$ cat src/rtl/mem_read_arbiter_if.sv
`timescale 1ns/1ps
`default_nettype none
// ============================================================================
// Module   : mem_read_arbiter_if
// Brief    : Bundle of the two read-requester ports and the memory-side
//            address/data path of mem_read_arbiter.
// Revision : 1.0 - initial release
// ============================================================================
interface mem_read_arbiter_if #(
    parameter int XLEN       = 32,
    parameter int ADDRESSLEN = 32
);
    // Port 0 (instruction fetch)
    logic                  req0;
    logic [ADDRESSLEN-1:0] addr0;
    logic                  gnt0;
    logic                  rvalid0;
    // Port 1 (data load)
    logic                  req1;
    logic [ADDRESSLEN-1:0] addr1;
    logic                  gnt1;
    logic                  rvalid1;
    // Shared response
    logic [XLEN-1:0]       rdata;
    logic                  err;
    logic                  busy;
    // Memory side
    logic [ADDRESSLEN-1:0] mem_addr;
    logic [XLEN-1:0]       mem_rdata;

    // Requesters plus memory model
    modport master (
        output req0, addr0, req1, addr1, mem_rdata,
        input  gnt0, rvalid0, gnt1, rvalid1, rdata, err, busy, mem_addr
    );

    // Arbiter
    modport slave (
        input  req0, addr0, req1, addr1, mem_rdata,
        output gnt0, rvalid0, gnt1, rvalid1, rdata, err, busy, mem_addr
    );
endinterface
`default_nettype wire

$ cat src/rtl/mem_read_arbiter.sv
`timescale 1ns/1ps
`default_nettype none
// ============================================================================
// Module   : mem_read_arbiter
// Brief    : Round-robin arbiter sharing one synchronous-read word memory
//            between instruction fetch (port 0) and data load (port 1).
//            Misaligned or out-of-range addresses are answered with an error
//            response without issuing a memory read.
// Revision : 1.0 - initial release
// ============================================================================
module mem_read_arbiter #(
    parameter int XLEN       = 32,
    parameter int ADDRESSLEN = 32,
    parameter int DEPTH      = 16
) (
    input  wire logic         clk,
    input  wire logic         reset,
    mem_read_arbiter_if.slave bus
);

    typedef enum logic [1:0] {
        S_IDLE = 2'd0,
        S_BUSY = 2'd1,
        S_RESP = 2'd2,
        S_ERR  = 2'd3
    } state_t;

    localparam int IDXW = ADDRESSLEN - 2;
    // DEPTH equal to the full index space cannot be represented in IDXW bits;
    // in that case no index is ever out of range.
    localparam bit              c_FULL_RANGE = (longint'(DEPTH) >= (longint'(1) << IDXW));
    localparam logic [IDXW-1:0] c_DEPTH_IDX  = IDXW'(DEPTH);

    state_t                r_state;
    state_t                w_next_state;
    logic                  r_last_port;
    logic                  r_port_q;
    logic [ADDRESSLEN-1:0] r_mem_addr;

    logic                  w_gnt0;
    logic                  w_gnt1;
    logic                  w_accept;
    logic [ADDRESSLEN-1:0] w_sel_addr;
    logic                  w_misaligned;
    logic                  w_out_of_range;
    logic                  w_addr_err;
    logic                  w_rvalid0;
    logic                  w_rvalid1;
    logic [XLEN-1:0]       w_rdata;
    logic                  w_err;

    // Grant: only in IDLE and never during reset; on contention the port that
    // did not win last time is served.
    always_comb begin
        w_gnt0 = 1'b0;
        w_gnt1 = 1'b0;
        if (r_state == S_IDLE && !reset) begin
            if (bus.req0 && bus.req1) begin
                w_gnt0 = r_last_port;
                w_gnt1 = !r_last_port;
            end else begin
                w_gnt0 = bus.req0;
                w_gnt1 = bus.req1;
            end
        end
    end

    assign w_accept       = w_gnt0 | w_gnt1;
    assign w_sel_addr     = w_gnt1 ? bus.addr1 : bus.addr0;
    assign w_misaligned   = (w_sel_addr[1:0] != 2'b00);
    assign w_out_of_range = !c_FULL_RANGE && (w_sel_addr[ADDRESSLEN-1:2] >= c_DEPTH_IDX);
    assign w_addr_err     = w_misaligned | w_out_of_range;

    // State register
    always_ff @(posedge clk) begin
        if (reset) begin
            r_state <= S_IDLE;
        end else begin
            r_state <= w_next_state;
        end
    end

    // Next state and response outputs; reset squashes any in-flight response.
    always_comb begin
        w_next_state = r_state;
        w_rvalid0    = 1'b0;
        w_rvalid1    = 1'b0;
        w_rdata      = '0;
        w_err        = 1'b0;
        case (r_state)
            S_IDLE: begin
                if (w_accept) begin
                    w_next_state = w_addr_err ? S_ERR : S_BUSY;
                end
            end
            S_BUSY: begin
                w_next_state = S_RESP;
            end
            S_RESP: begin
                w_rvalid0    = !r_port_q;
                w_rvalid1    = r_port_q;
                w_rdata      = bus.mem_rdata;
                w_next_state = S_IDLE;
            end
            S_ERR: begin
                w_rvalid0    = !r_port_q;
                w_rvalid1    = r_port_q;
                w_err        = 1'b1;
                w_next_state = S_IDLE;
            end
            default: begin
                w_next_state = S_IDLE;
            end
        endcase
        if (reset) begin
            w_rvalid0 = 1'b0;
            w_rvalid1 = 1'b0;
            w_rdata   = '0;
            w_err     = 1'b0;
        end
    end

    // Winner bookkeeping and memory address; the address only moves for a
    // legal access so an error leaves the memory untouched.
    always_ff @(posedge clk) begin
        if (reset) begin
            r_last_port <= 1'b1;
            r_port_q    <= 1'b0;
            r_mem_addr  <= '0;
        end else if (w_accept) begin
            r_last_port <= w_gnt1;
            r_port_q    <= w_gnt1;
            if (!w_addr_err) begin
                r_mem_addr <= w_sel_addr;
            end
        end
    end

    assign bus.gnt0     = w_gnt0;
    assign bus.gnt1     = w_gnt1;
    assign bus.rvalid0  = w_rvalid0;
    assign bus.rvalid1  = w_rvalid1;
    assign bus.rdata    = w_rdata;
    assign bus.err      = w_err;
    assign bus.busy     = (r_state != S_IDLE);
    assign bus.mem_addr = r_mem_addr;

endmodule
`default_nettype wire

$ cat src/flat_wrapper.sv
// flat-port wrapper written by rule: the top's interface ports become plain ports
module mem_read_arbiter_flat 
#(
    parameter int XLEN       = 32,
    parameter int ADDRESSLEN = 32,
    parameter int DEPTH      = 16
)
  (clk, reset, bus_req0, bus_addr0, bus_req1, bus_addr1, bus_mem_rdata, bus_gnt0, bus_rvalid0, bus_gnt1, bus_rvalid1, bus_rdata, bus_err, bus_busy, bus_mem_addr);
  mem_read_arbiter_if #(.XLEN(XLEN), .ADDRESSLEN(ADDRESSLEN)) bus_i ();
  input  wire logic clk;
  input  wire logic reset;
  input wire logic [$bits(bus_i.req0)-1:0] bus_req0;
  input wire logic [$bits(bus_i.addr0)-1:0] bus_addr0;
  input wire logic [$bits(bus_i.req1)-1:0] bus_req1;
  input wire logic [$bits(bus_i.addr1)-1:0] bus_addr1;
  input wire logic [$bits(bus_i.mem_rdata)-1:0] bus_mem_rdata;
  output wire logic [$bits(bus_i.gnt0)-1:0] bus_gnt0;
  output wire logic [$bits(bus_i.rvalid0)-1:0] bus_rvalid0;
  output wire logic [$bits(bus_i.gnt1)-1:0] bus_gnt1;
  output wire logic [$bits(bus_i.rvalid1)-1:0] bus_rvalid1;
  output wire logic [$bits(bus_i.rdata)-1:0] bus_rdata;
  output wire logic [$bits(bus_i.err)-1:0] bus_err;
  output wire logic [$bits(bus_i.busy)-1:0] bus_busy;
  output wire logic [$bits(bus_i.mem_addr)-1:0] bus_mem_addr;
  assign bus_i.req0 = bus_req0;
  assign bus_i.addr0 = bus_addr0;
  assign bus_i.req1 = bus_req1;
  assign bus_i.addr1 = bus_addr1;
  assign bus_i.mem_rdata = bus_mem_rdata;
  assign bus_gnt0 = bus_i.gnt0;
  assign bus_rvalid0 = bus_i.rvalid0;
  assign bus_gnt1 = bus_i.gnt1;
  assign bus_rvalid1 = bus_i.rvalid1;
  assign bus_rdata = bus_i.rdata;
  assign bus_err = bus_i.err;
  assign bus_busy = bus_i.busy;
  assign bus_mem_addr = bus_i.mem_addr;
  mem_read_arbiter #(.XLEN(XLEN), .ADDRESSLEN(ADDRESSLEN), .DEPTH(DEPTH)) u_core (.clk(clk), .reset(reset), .bus(bus_i));
endmodule
$ cat config.mk
export PLATFORM = sky130hd
export DESIGN_NAME = mem_read_arbiter_flat
export DESIGN_NICKNAME = d
export VERILOG_FILES = /design/src/rtl/mem_read_arbiter_if.sv /design/src/rtl/mem_read_arbiter.sv /design/src/flat_wrapper.sv
export SDC_FILE = /design/constraint.sdc
export NUM_CORES = 1
export LEC_CHECK = 0
export CAP_MARGIN = 20
export CORE_AREA = 10 10 102 77
export DETAILED_ROUTE_END_ITERATION = 10
export DIE_AREA = 0 0 112 87
export PLACE_DENSITY = 0.74
export SKIP_LAST_GASP = 1
export SLEW_MARGIN = 20
export SYNTH_ARGS = -nofsm -noshare
export SYNTH_HDL_FRONTEND = slang
export SYNTH_SLANG_ARGS = --single-unit
export TNS_END_PERCENT = 10
$ cat constraint.sdc
create_clock -name clk -period 2.7 [get_ports clk]
set_input_delay 0.405 -clock clk [delete_from_list [all_inputs] [get_ports clk]]
set_output_delay 0.405 -clock clk [all_outputs]
set_load 0.1 [all_outputs]
==> impl_results.md <==
- H-tree levels: 2
- Syn Inst Count: approximately 170
- DRT antenna net count: 0
- Crit. End Element: flop
- Nets: about 440
- Worst EP required: roughly 2.9 ns
- Max_cap viols: 0
- Outcome: finished, final reports clean
- Hold Crit Start: u_core.bus.mem_addr[2]
- First-pass GRT wire length: between 10000 and 15000 um
- Commonest non-fill, non-tap cell in the layout: clkdlybuf4s50_1
- PortBufs: about 170
- Pint: 941 uW
- Synth Area in Compound Gates: a little over 6%
- Clock Tree Buf Depth: 2
- Drt drc: 0
- WHS Endpoint: u_core.bus.mem_addr[2]
- Post-CTS sizing: 0
- Final Hold Fails: 0
- Syn avg cell area: between 9 and 10 um2
- Post-Synth XOR/XNOR Area: 0%
- IO Pins: 170
- GP Congestion: about 0.8
- Least-Margin Pin Slew: 0.898 ns
- Clock sinks: 36
- Row Count: 24
- DPL Wire Length: roughly 6500 um
- Largest net degree at the start of global routing: 33
- Vias in the first global route: 1999
- RR Endpoint: u_core.bus.mem_addr[26]
- R2r startpoint: u_core.r_state[0]
- Postcts setup bufs: 0
- CTS root buffer: clkbuf_8
- Post-Route Hold Slack: about 0.46 ns
- Fmax: approximately 0.43 GHz
- Post-synth top flop: dfxtp_1
- Worst reg-to-reg setup slack: about 0.53 ns
- Area of the mapped netlist: around 1600 um2
- Clock skew: approximately 0.0080 ns
- Setup TNS: 0 ns
- Leakage: about 1.5 nW
- Placeable Area: roughly 6000 um2
- Reg clk slew, reported paths: about 0.07 ns
- Ratio of cells with drive above 1 in the final layout: 32.5%
- Cells after DPL: around 410
- Hold-fix buffers, CTS: 0
- Die area: approximately 9700 um2
- Final Cycle Share: 86.9%
- Warnings from Yosys: 0
- Chip Width: between 100 and 150 um
- Tmin final: between 2 and 2.5 ns
- Hold Crit Class: flop to flop
- Initial antenna violation count: 0
- Vias per inst: ~4.3
- Mux contribution to synthesized area: under 10%
- P_sw: 437 uW
- Number of DRC markers in iteration 0: 51
- Congestion Overflow GR: 0
- Adder-cell share of the synthesized area: 0%
- Sw Share: a little under a third
- Synth Area in Simple Gates: 39.6%
- Combinational share of power: around a third
- Drt pass-1 iters: 4
- CP Max Fanout: 28
- Total wire length: roughly 7300 um
- Max transition margin: 40.1%
- Syn_nets: ~270
- Sequential Power Share: 39.5%
- Clk pwr share: a little over a quarter
- CTS tree: yes
- Post-synth EDFFs: 0
- Worst Path Arrival: ~2.5 ns
- Hold path cells: 2
- Combinational family with the most area after synthesis: simple AND/OR/NAND/NOR gates
- R2R cell count: 5
- Starting Density: approximately a quarter
- CTS buffer count: 5
- PwrDens: 370 nW/um2
- Finished Layout Cells: between 400 and 500
- Post-synthesis sequential area ratio: 45.4%
- Post-synth ARST share: 0%
- Ant. Diodes: 0
- RSZ-0062 raised after global routing: false
- #FFs+latches synth: 36
- CP Class: primary input to flop
- Clk_lat worst skew: approximately 0.29 ns
- Final core utilization: between 60 and 70%
- IR drop worst, VDD: between 150 and 200 uV
- Netlist cell types: 28
- Area growth, synth to finish: 135%
- Wire per inst: 17.5 um
- Commonest non-fill, non-tap cells in the layout: clkdlybuf4s50_1, and2_1, buf_12, buf_4, dfxtp_1
- DR vias: between 1500 and 2000
- # setup viols final: 0
- Final slew viol count: 0
- Setup crit start kind: primary input
- GRT Resource Usage Total: 14.0%
- Die Y: 87 um
==> kinds of logic after synthesis <==
kind of cell / Yosys count
compound gates: 14
flops: 36
buf+inv: 17
mux: 4
simple gates: 94
==> flip-flops by register name, indices dropped and copies added, names as in the netlist <==
register,flops
u_core.bus.mem_addr,32
u_core.r_state,2
u_core.r_last_port,1
u_core.r_port_q,1
==> Yosys cell counts, types with 3 or more instances <==
cell type,n,area [um2]
a211oi_1,8,60.1
and2_1,40,250
and2_4,20,175
buf_6,4,45.0
clkbuf_1,3,11.3
dfxtp_1,36,721
inv_1,9,33.8
mux2_2,4,45.0
nor2_1,6,22.5
nor4_1,14,87.6
==> metal layers <==
| metal | wire length [um] | global-route usage (%) | up-vias |
|---|---|---|---|
| met1 | 2640 | 14.7 | 796 |
| met3 | 830 | 7.37 | 5 |
| met4 | 59 | 3.45 | 0 |
| met5 | 0 | 0 | - |
| met2 | 3750 | 24.6 | 93 |
| li1 | - | - | 896 |
==> through the flow <==
step,instance area [um2],power (mW),worst slack (ns)
after floorplan,1590,0.770,0.227
after global placement,3640,1.01,0.143
after detailed placement,3640,1.02,0.0203
after CTS,3720,1.39,0.313
after global routing,3720,1.43,0.161
final,3720,1.38,0.355
==> worst max-delay path: stages <==
cell and delay (ns):
clkdlybuf4s50_1 0.47, nor3_2 0.18, nand3_2 0.23, or3_1 0.44, and3b_1 0.47, and2_1 0.31
==> power groups by stage <==
stage / Clock (mW) / Sequential, mW / Combinational (mW)
after floorplan: 0 / 0.554 / 0.216
after global placement: 0 / 0.555 / 0.459
after detailed placement: 0 / 0.556 / 0.463
after CTS: 0.380 / 0.544 / 0.464
after global routing: 0.407 / 0.545 / 0.481
final: 0.374 / 0.544 / 0.460
==> cell type report <==
| type | count | area [um2] |
|---|---|---|
| timing repair buffer | 173 | 2010 |
| sequential | 36 | 721 |
| inverter | 9 | 33.8 |
| fill | 498 | 2250 |
| clock inverter | 3 | 18.8 |
| clock buffer | 5 | 68.8 |
| tap | 78 | 97.6 |
| multi-input combinational | 112 | 774 |
==> worst max-delay path by stage <==
stage	end	start	depth (start not counted)	slack, ns
4_1_cts	u_core.bus.mem_addr[26]	reset	6	0.31
5_1_grt	u_core.bus.mem_addr[26]	reset	6	0.16
6_report	u_core.bus.mem_addr[26]	reset	6	0.35
3_5_place_dp	u_core.bus.mem_addr[24]	reset	6	0.02
2_1_floorplan	bus_gnt0	reset	5	0.23
3_3_place_gp	u_core.bus.mem_addr[11]	reset	6	0.14
No activity file was read; power rests on OpenSTA's default activity.
